## src/rtl/key_event_queue_pkg.sv

```systemverilog
// keyboard_pkg
// Shared definitions for the keyboard event path: the "no key" code, the
// auto-repeat state encoding and the default repeat timing for a 25.125 MHz
// system clock. Ports: none (package only).
package keyboard_pkg;

    localparam logic [15:0] KEY_NONE = 16'h0000;

    // 500 ms before the first repeat, 100 ms between later repeats.
    localparam int DEFAULT_DELAY_CYCLES = 12_562_500;
    localparam int DEFAULT_RATE_CYCLES  = 2_512_500;

    typedef enum logic [1:0] {
        RPT_IDLE,
        RPT_DELAY,
        RPT_REPEAT
    } repeat_state_t;

    function automatic int maxInt(input int a, input int b);
        return (a > b) ? a : b;
    endfunction

endpackage

```

## src/rtl/key_event_queue_if.sv

```systemverilog
// key_event_queue_if
// Bundles the key event queue's data and control signals.
//   key      : held key code from the PS/2 front end (0 = none)
//   pop      : one-cycle strobe removing the head entry
//   clear    : synchronous flush of queue and overflow flag
//   out      : head entry, 0 when empty
//   empty    : queue holds no entries
//   count    : number of entries held
//   overflow : sticky flag, set when a push was dropped
// master = producer/consumer side (CPU + keyboard), slave = the queue.
interface key_event_queue_if #(
    parameter int DEPTH = 8
) ();

    logic [15:0]            key;
    logic                   pop;
    logic                   clear;
    logic [15:0]            out;
    logic                   empty;
    logic [$clog2(DEPTH):0] count;
    logic                   overflow;

    modport master (
        output key, pop, clear,
        input  out, empty, count, overflow
    );

    modport slave (
        input  key, pop, clear,
        output out, empty, count, overflow
    );

endinterface

```

## src/rtl/key_event_queue_sync_fifo.sv

```systemverilog
// sync_fifo
// Single-clock FIFO with pointer-MSB full/empty detection. A push while full
// is accepted only if a pop happens in the same cycle (the pop frees the
// slot). A pop while empty is ignored. clear has priority over push and pop.
// DEPTH must be a power of two and at least 2.
//   clk, reset : clock, async active-high reset
//   push, pop  : write / read-advance requests
//   clear      : synchronous flush
//   din, dout  : write data / head data (0 when empty)
//   empty, full, count : occupancy status
module sync_fifo #(
    parameter int WIDTH = 16,
    parameter int DEPTH = 8
) (
    input  logic                   clk,
    input  logic                   reset,
    input  logic                   push,
    input  logic                   pop,
    input  logic                   clear,
    input  logic [WIDTH-1:0]       din,
    output logic [WIDTH-1:0]       dout,
    output logic                   empty,
    output logic                   full,
    output logic [$clog2(DEPTH):0] count
);

    localparam int AW = $clog2(DEPTH);
    localparam logic [AW:0] PTR_ONE = (AW + 1)'(1);

    logic [WIDTH-1:0] r_mem [DEPTH];
    logic [AW:0]      r_wrPtr;
    logic [AW:0]      r_rdPtr;
    logic             w_doPush;
    logic             w_doPop;

    // Same index with differing wrap bit means the writer is a full lap ahead.
    assign empty = (r_wrPtr == r_rdPtr);
    assign full  = (r_wrPtr[AW] != r_rdPtr[AW]) &&
                   (r_wrPtr[AW-1:0] == r_rdPtr[AW-1:0]);
    assign count = r_wrPtr - r_rdPtr;

    assign w_doPop  = pop && !empty;
    assign w_doPush = push && (!full || w_doPop);

    always_ff @(posedge clk or posedge reset) begin
        if (reset) begin
            r_wrPtr <= '0;
            r_rdPtr <= '0;
        end else if (clear) begin
            r_wrPtr <= '0;
            r_rdPtr <= '0;
        end else begin
            if (w_doPush) r_wrPtr <= r_wrPtr + PTR_ONE;
            if (w_doPop)  r_rdPtr <= r_rdPtr + PTR_ONE;
        end
    end

    // Storage needs no reset: dout is masked to 0 whenever the FIFO is empty.
    always_ff @(posedge clk) begin
        if (w_doPush && !clear) r_mem[r_wrPtr[AW-1:0]] <= din;
    end

    assign dout = empty ? '0 : r_mem[r_rdPtr[AW-1:0]];

endmodule

```

## src/rtl/key_event_queue.sv

```systemverilog
// key_event_queue
// Turns the level-style key code from the keyboard front end into discrete
// key events with typematic auto-repeat, queued for the Hack CPU.
// A new non-zero code pushes immediately; a held code pushes again after
// DELAY_CYCLES and then every RATE_CYCLES. DELAY_CYCLES and RATE_CYCLES
// must be at least 2; DEPTH a power of two, at least 2.
//   clk   : system clock
//   reset : async active-high reset
//   bus   : key/pop/clear in, out/empty/count/overflow out (slave side)
module key_event_queue
    import keyboard_pkg::*;
#(
    parameter int DEPTH        = 8,
    parameter int DELAY_CYCLES = DEFAULT_DELAY_CYCLES,
    parameter int RATE_CYCLES  = DEFAULT_RATE_CYCLES
) (
    input  logic             clk,
    input  logic             reset,
    key_event_queue_if.slave bus
);

    localparam int TW = $clog2(maxInt(DELAY_CYCLES, RATE_CYCLES));
    localparam logic [TW-1:0] TIMER_DELAY = TW'(DELAY_CYCLES - 1);
    localparam logic [TW-1:0] TIMER_RATE  = TW'(RATE_CYCLES - 1);
    localparam logic [TW-1:0] TIMER_ONE   = TW'(1);

    repeat_state_t          r_state;
    repeat_state_t          w_stateNext;
    logic [TW-1:0]          r_timer;
    logic [TW-1:0]          w_timerNext;
    logic [15:0]            r_keyPrev;
    logic                   r_overflow;
    logic                   w_push;
    logic                   w_full;
    logic                   w_drop;
    logic [15:0]            w_out;
    logic                   w_empty;
    logic [$clog2(DEPTH):0] w_count;

    always_ff @(posedge clk or posedge reset) begin
        if (reset) begin
            r_state   <= RPT_IDLE;
            r_timer   <= '0;
            r_keyPrev <= KEY_NONE;
        end else begin
            r_state   <= w_stateNext;
            r_timer   <= w_timerNext;
            r_keyPrev <= bus.key;
        end
    end

    // A code differing from last cycle's is a fresh press (this includes a
    // shift/caps change while held) and restarts the initial delay.
    always_comb begin
        w_stateNext = r_state;
        w_timerNext = r_timer;
        w_push      = 1'b0;
        if (bus.key == KEY_NONE) begin
            w_stateNext = RPT_IDLE;
        end else if (bus.key != r_keyPrev) begin
            w_push      = 1'b1;
            w_timerNext = TIMER_DELAY;
            w_stateNext = RPT_DELAY;
        end else if (r_state != RPT_IDLE) begin
            if (r_timer != '0) begin
                w_timerNext = r_timer - TIMER_ONE;
            end else begin
                w_push      = 1'b1;
                w_timerNext = TIMER_RATE;
                w_stateNext = RPT_REPEAT;
            end
        end
    end

    sync_fifo #(
        .WIDTH (16),
        .DEPTH (DEPTH)
    ) u_fifo (
        .clk   (clk),
        .reset (reset),
        .push  (w_push),
        .pop   (bus.pop),
        .clear (bus.clear),
        .din   (bus.key),
        .dout  (w_out),
        .empty (w_empty),
        .full  (w_full),
        .count (w_count)
    );

    // A push into a full queue is dropped unless a same-cycle pop frees a slot.
    assign w_drop = w_push && w_full && !bus.pop;

    always_ff @(posedge clk or posedge reset) begin
        if (reset) begin
            r_overflow <= 1'b0;
        end else if (bus.clear) begin
            r_overflow <= 1'b0;
        end else if (w_drop) begin
            r_overflow <= 1'b1;
        end
    end

    assign bus.out      = w_out;
    assign bus.empty    = w_empty;
    assign bus.count    = w_count;
    assign bus.overflow = r_overflow;

endmodule

```

## src/flat_wrapper.sv

```systemverilog
// flat-port wrapper written by rule: the top's interface ports become plain ports
module key_event_queue_flat import keyboard_pkg::*;
#(
    parameter int DEPTH        = 8,
    parameter int DELAY_CYCLES = DEFAULT_DELAY_CYCLES,
    parameter int RATE_CYCLES  = DEFAULT_RATE_CYCLES
)
  (clk, reset, bus_key, bus_pop, bus_clear, bus_out, bus_empty, bus_count, bus_overflow);
  key_event_queue_if #(.DEPTH(DEPTH)) bus_i ();
  input  logic clk;
  input  logic reset;
  input wire logic [$bits(bus_i.key)-1:0] bus_key;
  input wire logic [$bits(bus_i.pop)-1:0] bus_pop;
  input wire logic [$bits(bus_i.clear)-1:0] bus_clear;
  output wire logic [$bits(bus_i.out)-1:0] bus_out;
  output wire logic [$bits(bus_i.empty)-1:0] bus_empty;
  output wire logic [$bits(bus_i.count)-1:0] bus_count;
  output wire logic [$bits(bus_i.overflow)-1:0] bus_overflow;
  assign bus_i.key = bus_key;
  assign bus_i.pop = bus_pop;
  assign bus_i.clear = bus_clear;
  assign bus_out = bus_i.out;
  assign bus_empty = bus_i.empty;
  assign bus_count = bus_i.count;
  assign bus_overflow = bus_i.overflow;
  key_event_queue #(.DEPTH(DEPTH), .DELAY_CYCLES(DELAY_CYCLES), .RATE_CYCLES(RATE_CYCLES)) u_core (.clk(clk), .reset(reset), .bus(bus_i));
endmodule
```

## config.mk

```make
export PLATFORM = sky130hd
export DESIGN_NAME = key_event_queue_flat
export DESIGN_NICKNAME = d
export VERILOG_FILES = /design/src/rtl/key_event_queue_pkg.sv /design/src/rtl/key_event_queue_if.sv /design/src/rtl/key_event_queue_sync_fifo.sv /design/src/rtl/key_event_queue.sv /design/src/flat_wrapper.sv
export SDC_FILE = /design/constraint.sdc
export NUM_CORES = 1
export LEC_CHECK = 0
export ABC_CLOCK_PERIOD_IN_PS = 10100
export BUFFER_PORTS_ARGS = -buffer_cell sky130_fd_sc_hd__clkbuf_2
export CAP_MARGIN = 10
export CORE_MARGIN = 5
export CORE_UTILIZATION = 45
export CTS_BUF_LIST = sky130_fd_sc_hd__clkbuf_8
export DETAILED_ROUTE_END_ITERATION = 7
export GPL_ROUTABILITY_DRIVEN = 0
export SLEW_MARGIN = 5
export SYNTH_ARGS = -nofsm -noshare
export SYNTH_HDL_FRONTEND = slang
export SYNTH_SLANG_ARGS = --single-unit
```

## constraint.sdc

```tcl
create_clock -name clk -period 10.1 [get_ports clk]
set_input_delay 1.01 -clock clk [delete_from_list [all_inputs] [get_ports clk]]
set_output_delay 1.01 -clock clk [all_outputs]
set_load 0.1 [all_outputs]
```

==> metrics.md, run 1 <==
| Metric | Value |
|---|---|
| Leak | 0.00305 uW |
| Worst-path fanout max | 19 |
| First-pass GRT wire length | 26900 um |
| DRC | 0 |
| Share of cells above drive strength 1 | 0.247 |
| Post-CTS setup buffer count | 0 |
| Yosys top cell area share | 0.499 |
| CTS tree | yes |
| Status | complete, no violations |
| Post-synth ARST share | 0.285 |
| Pre-CTS setup slack | 5.52 ns |
| Mean routed wirelength per cell | 21.0 um |
| Post-synthesis cell area | 7700 um^2 |
| TNS Setup | 0 ns |
| Main synth FF type | edfxtp_1 |
| Via/cell ratio | 5.72 |
| Die width | 141 um |
| Post-route worst setup slack | 5.17 ns |
| Die height | 141 um |
| Achievable Freq | 0.203 GHz |
| RSZ-0062 raised after global routing | false |
| I/O Pins | 42 |
| TritonRoute pass-1 iters | 4 |
| Final nets | 607 |
| Area of the multi-input gates | 2460 um^2 |
| CP arrival | 3.92 ns |
| Setup Skew | 0.0179 ns |
| Port-buffer cells | 41 |
| Pin count of the biggest net entering global routing | 52 |
| Ranking of synthesized cells by area | edfxtp_1 50%, dfrtp_1 17%, mux4_2 9.4%, a21oi_1 2.3%, nand2_1 2.3% |
| DR vias | 4646 |
| Total global-route track usage | 0.178 |
| Mapped Cells | 528 |
| FP Rows | 47 |
| Critical Path RT | 9.09 ns |
| Final min period | 4.93 ns |
| Clk root buf | clkbuf_8 |
| HP Class | reg -> reg |
| Die area | 19800 um^2 |
| Reg clk slew, reported paths | 0.09 ns |
| Max-Cap Viols | 0 |
| Final slew viol count | 0 |
| Fillers | 1426 |
| Hold Violations, Final | 0 |
| Core box area | 16700 um^2 |
| N_diodes | 0 |
| Post-synth cell types | 57 |
| Vias in the first global route | 4920 |
| Syn Nets | 556 |
| Grt total ovfl | 0 |
| Synth-to-layout area growth | 12.5% |
| Rel. slew slack | 0.323 |
| Routed Antenna Nets | 0 |
| Largest area contributor in the netlist | edfxtp_1 |
| H-tree Lvls | 4 |
| Clk_lat worst skew | 0.45 ns |
| Num Clock Sinks | 179 |
| Peak VDD IR | 133 uV |
| Post-CTS Hold Buffers | 0 |
| Worst-Margin Slew | 1.01 ns |
| Setup CP Type | reg -> out |
| Num CTS Buffers | 17 |
| Initial antenna violation count | 0 |
| CP Launch Type | flop |
| Mean area per synthesized cell | 14.6 um^2 |
| Yosys warns | 0 |
| Initial DRC Count | 283 |
| Number of synthesized register bits | 179 |
| Detailed Place HPWL | 11200 um |
| Initial Util | 0.461 |
| Critical Path End Type | output port |
| Register area | 5120 um^2 |
| CTS-repair resized insts | 0 |
| Clk buf depth | 2 |
| Final Setup Violations | 0 |
| Pwr per Cell Area | 208 nW/um^2 |
| Overall Power | 1800 uW |
| Sequential area share after synthesis | 0.665 |
| Post-Route WL | 17000 um |
| Number of enable flip-flop cells after synthesis | 128 |
| Final worst-path cycle share | 0.488 |
==> metal layers <==
metal	track usage	routed length, um
met3	0.0339	775
met4	0.0739	333
met1	0.219	7080
met5	0	0
met2	0.310	8830
==> final timing paths <==
check                                               from  depth (start not counted)  slack (ns)                    endpoint
worst min register to register        u_core.r_timer[10]                          2        0.49          u_core.r_timer[10]
worst min-delay path                  u_core.r_timer[10]                          2        0.49          u_core.r_timer[10]
max in group asynchronous                          reset                          3        8.89    u_core.u_fifo.r_rdPtr[0]
worst max-delay path            u_core.u_fifo.r_rdPtr[2]                          4        5.17                   bus_empty
min in group asynchronous                          reset                          3        0.72           u_core.r_timer[2]
worst max register to register  u_core.u_fifo.r_rdPtr[2]                          9        6.12  u_core.u_fifo.r_mem[7][10]
==> synth_stat cells (2+ instances only) <==
cell type,instances
xor2_1,17
nand4_1,4
nor3_1,12
and3_1,2
o22a_1,3
ha_1,7
a311oi_1,2
mux2i_1,3
nand2_1,47
buf_1,3
a221o_1,3
and4_1,3
a21oi_1,36
inv_1,16
nand3_1,5
o41ai_1,2
o21ai_0,14
nor2_1,38
buf_2,5
nand2b_1,5
or2_2,4
clkbuf_1,14
edfxtp_1,128
a41oi_1,2
a31oi_1,7
mux4_2,32
nor4_1,19
or4_4,3
nor4_2,3
o21ai_1,5
dfrtp_1,51
o21a_1,2
xnor2_1,5
or3_1,3
==> power by group <==
group / total [uW] / switching, uW / internal (uW)
logic: 475 / 367 / 107
registers: 818 / 8.15 / 810
clock network: 510 / 259 / 252
total: 1800 / 634 / 1170
==> worst max-delay path: stages (launching register included) <==
cell and delay [ns]:
dfrtp_1 0.81, clkinv_1 0.72, ha_1 0.59, and4_1 0.76, clkbuf_2 0.59
==> cell usage in the layout (no fill, tap or decap), types with 5 or more instances in the layout <==
cell type,instances
clkbuf_8,17
ha_1,7
clkbuf_2,41
nand3_1,5
xor2_1,17
nor4_2,11
nand2b_1,5
nor3_1,12
nand2_1,47
edfxtp_1,128
o21ai_1,5
mux4_2,32
inv_6,6
a31oi_1,7
nor2_1,38
a21oi_1,36
nor4_1,11
xnor2_1,5
o21ai_0,14
dfrtp_1,50
buf_4,14
inv_1,15
==> flip-flops by register name, indices dropped and copies added (netlist names) <==
| name | count |
|---|---|
| u_core.u_fifo.r_wrPtr | 4 |
| u_core.u_fifo.r_rdPtr | 4 |
| u_core.bus.overflow | 1 |
| u_core.r_state | 2 |
| u_core.u_fifo.r_mem | 128 |
| u_core.r_timer | 24 |
| u_core.r_keyPrev | 16 |
==> kinds of logic (layout without fill, tap and decap cells) <==
kind of cell	after synthesis	in the layout	synth area share
compound gates	87	87	0.0692
xor+xnor	22	22	0.0250
fa+ha+maj	8	8	0.0140
buf+inv	40	104	0.0213
flops	179	179	0.665
mux	35	35	0.0975
simple gates	157	157	0.108
==> cell type report <==
| type | count | area share |
|---|---|---|
| clock buffers | 17 | 0.0270 |
| clock inverters | 15 | 0.0217 |
| well taps | 220 | 0.0318 |
| repair buffers | 55 | 0.0358 |
| inverters | 17 | 0.00737 |
| flip-flops and latches | 179 | 0.592 |
| multi-input cells | 309 | 0.285 |
==> metrics by stage <==
step | util | area (um^2) | instances | hold slack [ns]
5_1_grt | 0.518 | 8660 | 812 | 0.533
2_1_floorplan | - | 7700 | 528 | 0.440
3_5_place_dp | 0.493 | 8230 | 779 | 0.476
3_3_place_gp | 0.493 | 8230 | 779 | 0.458
4_1_cts | 0.518 | 8650 | 811 | 0.497
6_report | 0.518 | 8660 | 812 | 0.493
(Power assumes the default switching activity.)
==> run 2, diff against run 1 <==
Settings changed: ABC_AREA from default to 1, ABC_CLOCK_PERIOD_IN_PS 10100 to 4400.
Clock period 10.1 ns to 4.4 ns, I/O delays scaled along.
==> metrics.md, run 2 <==
| Metric | Value |
|---|---|
| FP Rows | 49 |
| Via/cell ratio | 5.34 |
| Initial Util | 0.458 |
| Status | complete, no violations |
| Fraction of the mapped netlist area in simple logic gates | 0.193 |
| Crit-path cells | inv_1 > buf_4 > ha_1 > nand3_1 > nor2_1 > inv_1 > o21ai_0 > a31oi_1 > buf_12 |
| Clk buf depth | 2 |
| Synth-to-layout area growth | 13.5% |
| Sequential area share after synthesis | 0.623 |
| Largest area contributor in the netlist | edfxtp_1 |
| Pin count of the biggest net entering global routing | 66 |
| N_diodes | 0 |
| Adder-Cell Fraction of Synth Area | 0.0131 |
| Mean routed wirelength per cell | 16.9 um |
| Num CTS Buffers | 17 |
| Main synth FF type | edfxtp_1 |
| Critical-path top delay cell | inv_1 |
| Max-Cap Viols | 0 |
| CTS-repair resized insts | 0 |
| Post-synth cell types | 40 |
| Ranking of synthesized cells by area | edfxtp_1 47%, dfrtp_1 16%, nor2_1 7.7%, o21ai_0 5.4%, nand2_1 5.0% |
| Mapped Cells | 815 |
| Detailed Place HPWL | 11400 um |
| Rel. slew slack | 0.280 |
| First-pass GRT wire length | 30500 um |
| Clk root buf | clkbuf_8 |
| Port-buffer cells | 41 |
| DRC | 0 |
| Critical Path RT | 3.96 ns |
| Placed insts | 1068 |
| Area share of xor/xnor cells in the synthesized design | 0.0170 |
| Top cells by count, synth | 168 x nor2_1, 128 x edfxtp_1, 109 x nand2_1 |
| Final Setup Violations | 0 |
| Pwr per Cell Area | 482 nW/um^2 |
| Buf+Inv Stages, Crit Path | 4 |
| Area of the multi-input gates | 2680 um^2 |
| Final core utilization | 0.520 |
| Worst-path fanout max | 35 |
| Final slew viol count | 0 |
| Number of enable flip-flop cells after synthesis | 128 |
| Leading cell type by number of instances after synthesis | nor2_1 |
| Setup Skew | 0.0177 ns |
| CP arrival | 3.14 ns |
| Mean area per synthesized cell | 10.1 um^2 |
| Die height | 145 um |
| HP Class | in -> async |
| Post-synthesis mux area share | 0 |
| Number of synthesized register bits | 179 |
| Setup CP Type | reg -> out |
| Hold Violations, Final | 0 |
| Routed Antenna Nets | 0 |
| Post-synth ARST share | 0.285 |
| I/O Pins | 42 |
| Vias in the first global route | 5781 |
| Final worst-path cycle share | 0.813 |
| Total global-route track usage | 0.178 |
| Initial DRC Count | 403 |
| Post-synthesis cell area | 8220 um^2 |
| Fillers | 1585 |
| Main combinational cell family by area after synthesis | simple AND/OR/NAND/NOR gates |
| Final min period | 3.58 ns |
| Die width | 145 um |
| DR vias | 5873 |
| Post-Route WL | 18600 um |
| CTS tree | yes |
| Most frequent CP cell | inv_1 |
| Number of flip-flops in the largest register | 128 |
| Most frequent cells in the layout | 168 x nor2_1, 128 x edfxtp_1, 109 x nand2_1 |
| Finished Layout Cells | 1100 |
| Achievable Freq | 0.280 GHz |
| Leak | 0.00364 uW |
| TNS Setup | 0 ns |
| CP Launch Type | flop |
| Slowest stage delay, CP | 0.51 ns |
| Yosys warns | 0 |
| Register area | 5120 um^2 |
| Initial antenna violation count | 0 |
| Compound-gate portion of the synthesized area | 0.102 |
| Leading cell type in the layout, fill and taps excluded | nor2_1 |
| Num Clock Sinks | 179 |
| Share of cells above drive strength 1 | 0.156 |
| RSZ-0062 raised after global routing | false |
| Grt total ovfl | 0 |
| Fin area | 9340 um^2 |
| Worst-Margin Slew | 1.08 ns |
| TritonRoute pass-1 iters | 5 |
| Syn Nets | 843 |
| H-tree Lvls | 4 |
| Post-CTS setup buffer count | 0 |
| Top cell family by delay on the critical path | buffers and inverters |
| DP Area | 8910 um^2 |
| Final nets | 886 |
| Post-CTS Hold Buffers | 0 |
| Reg clk slew, reported paths | 0.09 ns |
| Core box area | 18000 um^2 |
| Yosys top cell area share | 0.467 |
| Die area | 21100 um^2 |
| Clk_lat worst skew | 0.45 ns |
| Critical Path End Type | output port |
| Peak VDD IR | 561 uV |
run 2: final timing paths:
| path | end | startpoint | cells past startpoint | slack [ns] |
|---|---|---|---|---|
| worst max-delay path | bus_out[9] | u_core.u_fifo.r_rdPtr[2] | 9 | 0.82 |
| worst min-delay path | u_core.u_fifo.r_wrPtr[2] | reset | 3 | 0.16 |
| worst max register to register | u_core.u_fifo.r_mem[7][1] | u_core.u_fifo.r_rdPtr[2] | 9 | 1.83 |
| worst min register to register | u_core.bus.overflow | u_core.bus.overflow | 2 | 0.52 |
| max in group asynchronous | u_core.u_fifo.r_rdPtr[0] | reset | 3 | 3.75 |
| min in group clk | u_core.r_keyPrev[1] | bus_key[1] | 1 | 0.24 |
run 2: logic make-up (layout without fill, tap and decap cells):
kind of cell               count (synthesis)  count (layout)
AOI/OAI and AO/OA                        148             148
DFF                                      179             179
xor gates and xnor gates                  16              16
adders and majority gates                  8               8
buffers and inverters                    105             161
and+or+nand+nor                          359             359
run 2: per-stage QoR:
step / setup slack, ns / hold slack (ns) / total power (uW)
CTS: 0.828 / 0.158 / 4550
global placement: 1.39 / 0.506 / 3350
finish: 0.823 / 0.159 / 4500
global route: 0.584 / 0.212 / 4700
floorplan: 0.270 / 0.471 / 2890
detailed placement: 1.34 / 0.512 / 3370
run 2: area by class of cell:
class,count,share of cell area
sequential,179,0.549
multi-input combinational,531,0.287
timing repair buffer,54,0.0582
inverter,75,0.0307
tap,229,0.0307
clock buffer,17,0.0251
clock inverter,15,0.0204
run 2: tightest hold or removal path, delay by kind of cell:
| family | cells | cell delay (ns) |
|---|---|---|
| buffers and inverters | 3 | 0.66 |
run 2: layer usage:
metal / GRT usage / vias up / wire length [um]
met1: 0.253 / 2869 / 9000
met2: 0.281 / 138 / 8560
met4: 0.0471 / 0 / 167
met3: 0.0387 / 13 / 904
li1: - / 2853 / -
met5: 0 / - / 0
run 2: report_power, final:
| group | internal [uW] | switching [uW] |
|---|---|---|
| clock network | 534 | 643 |
| logic | 403 | 1050 |
| registers | 1860 | 20.6 |
| total | 2800 | 1710 |
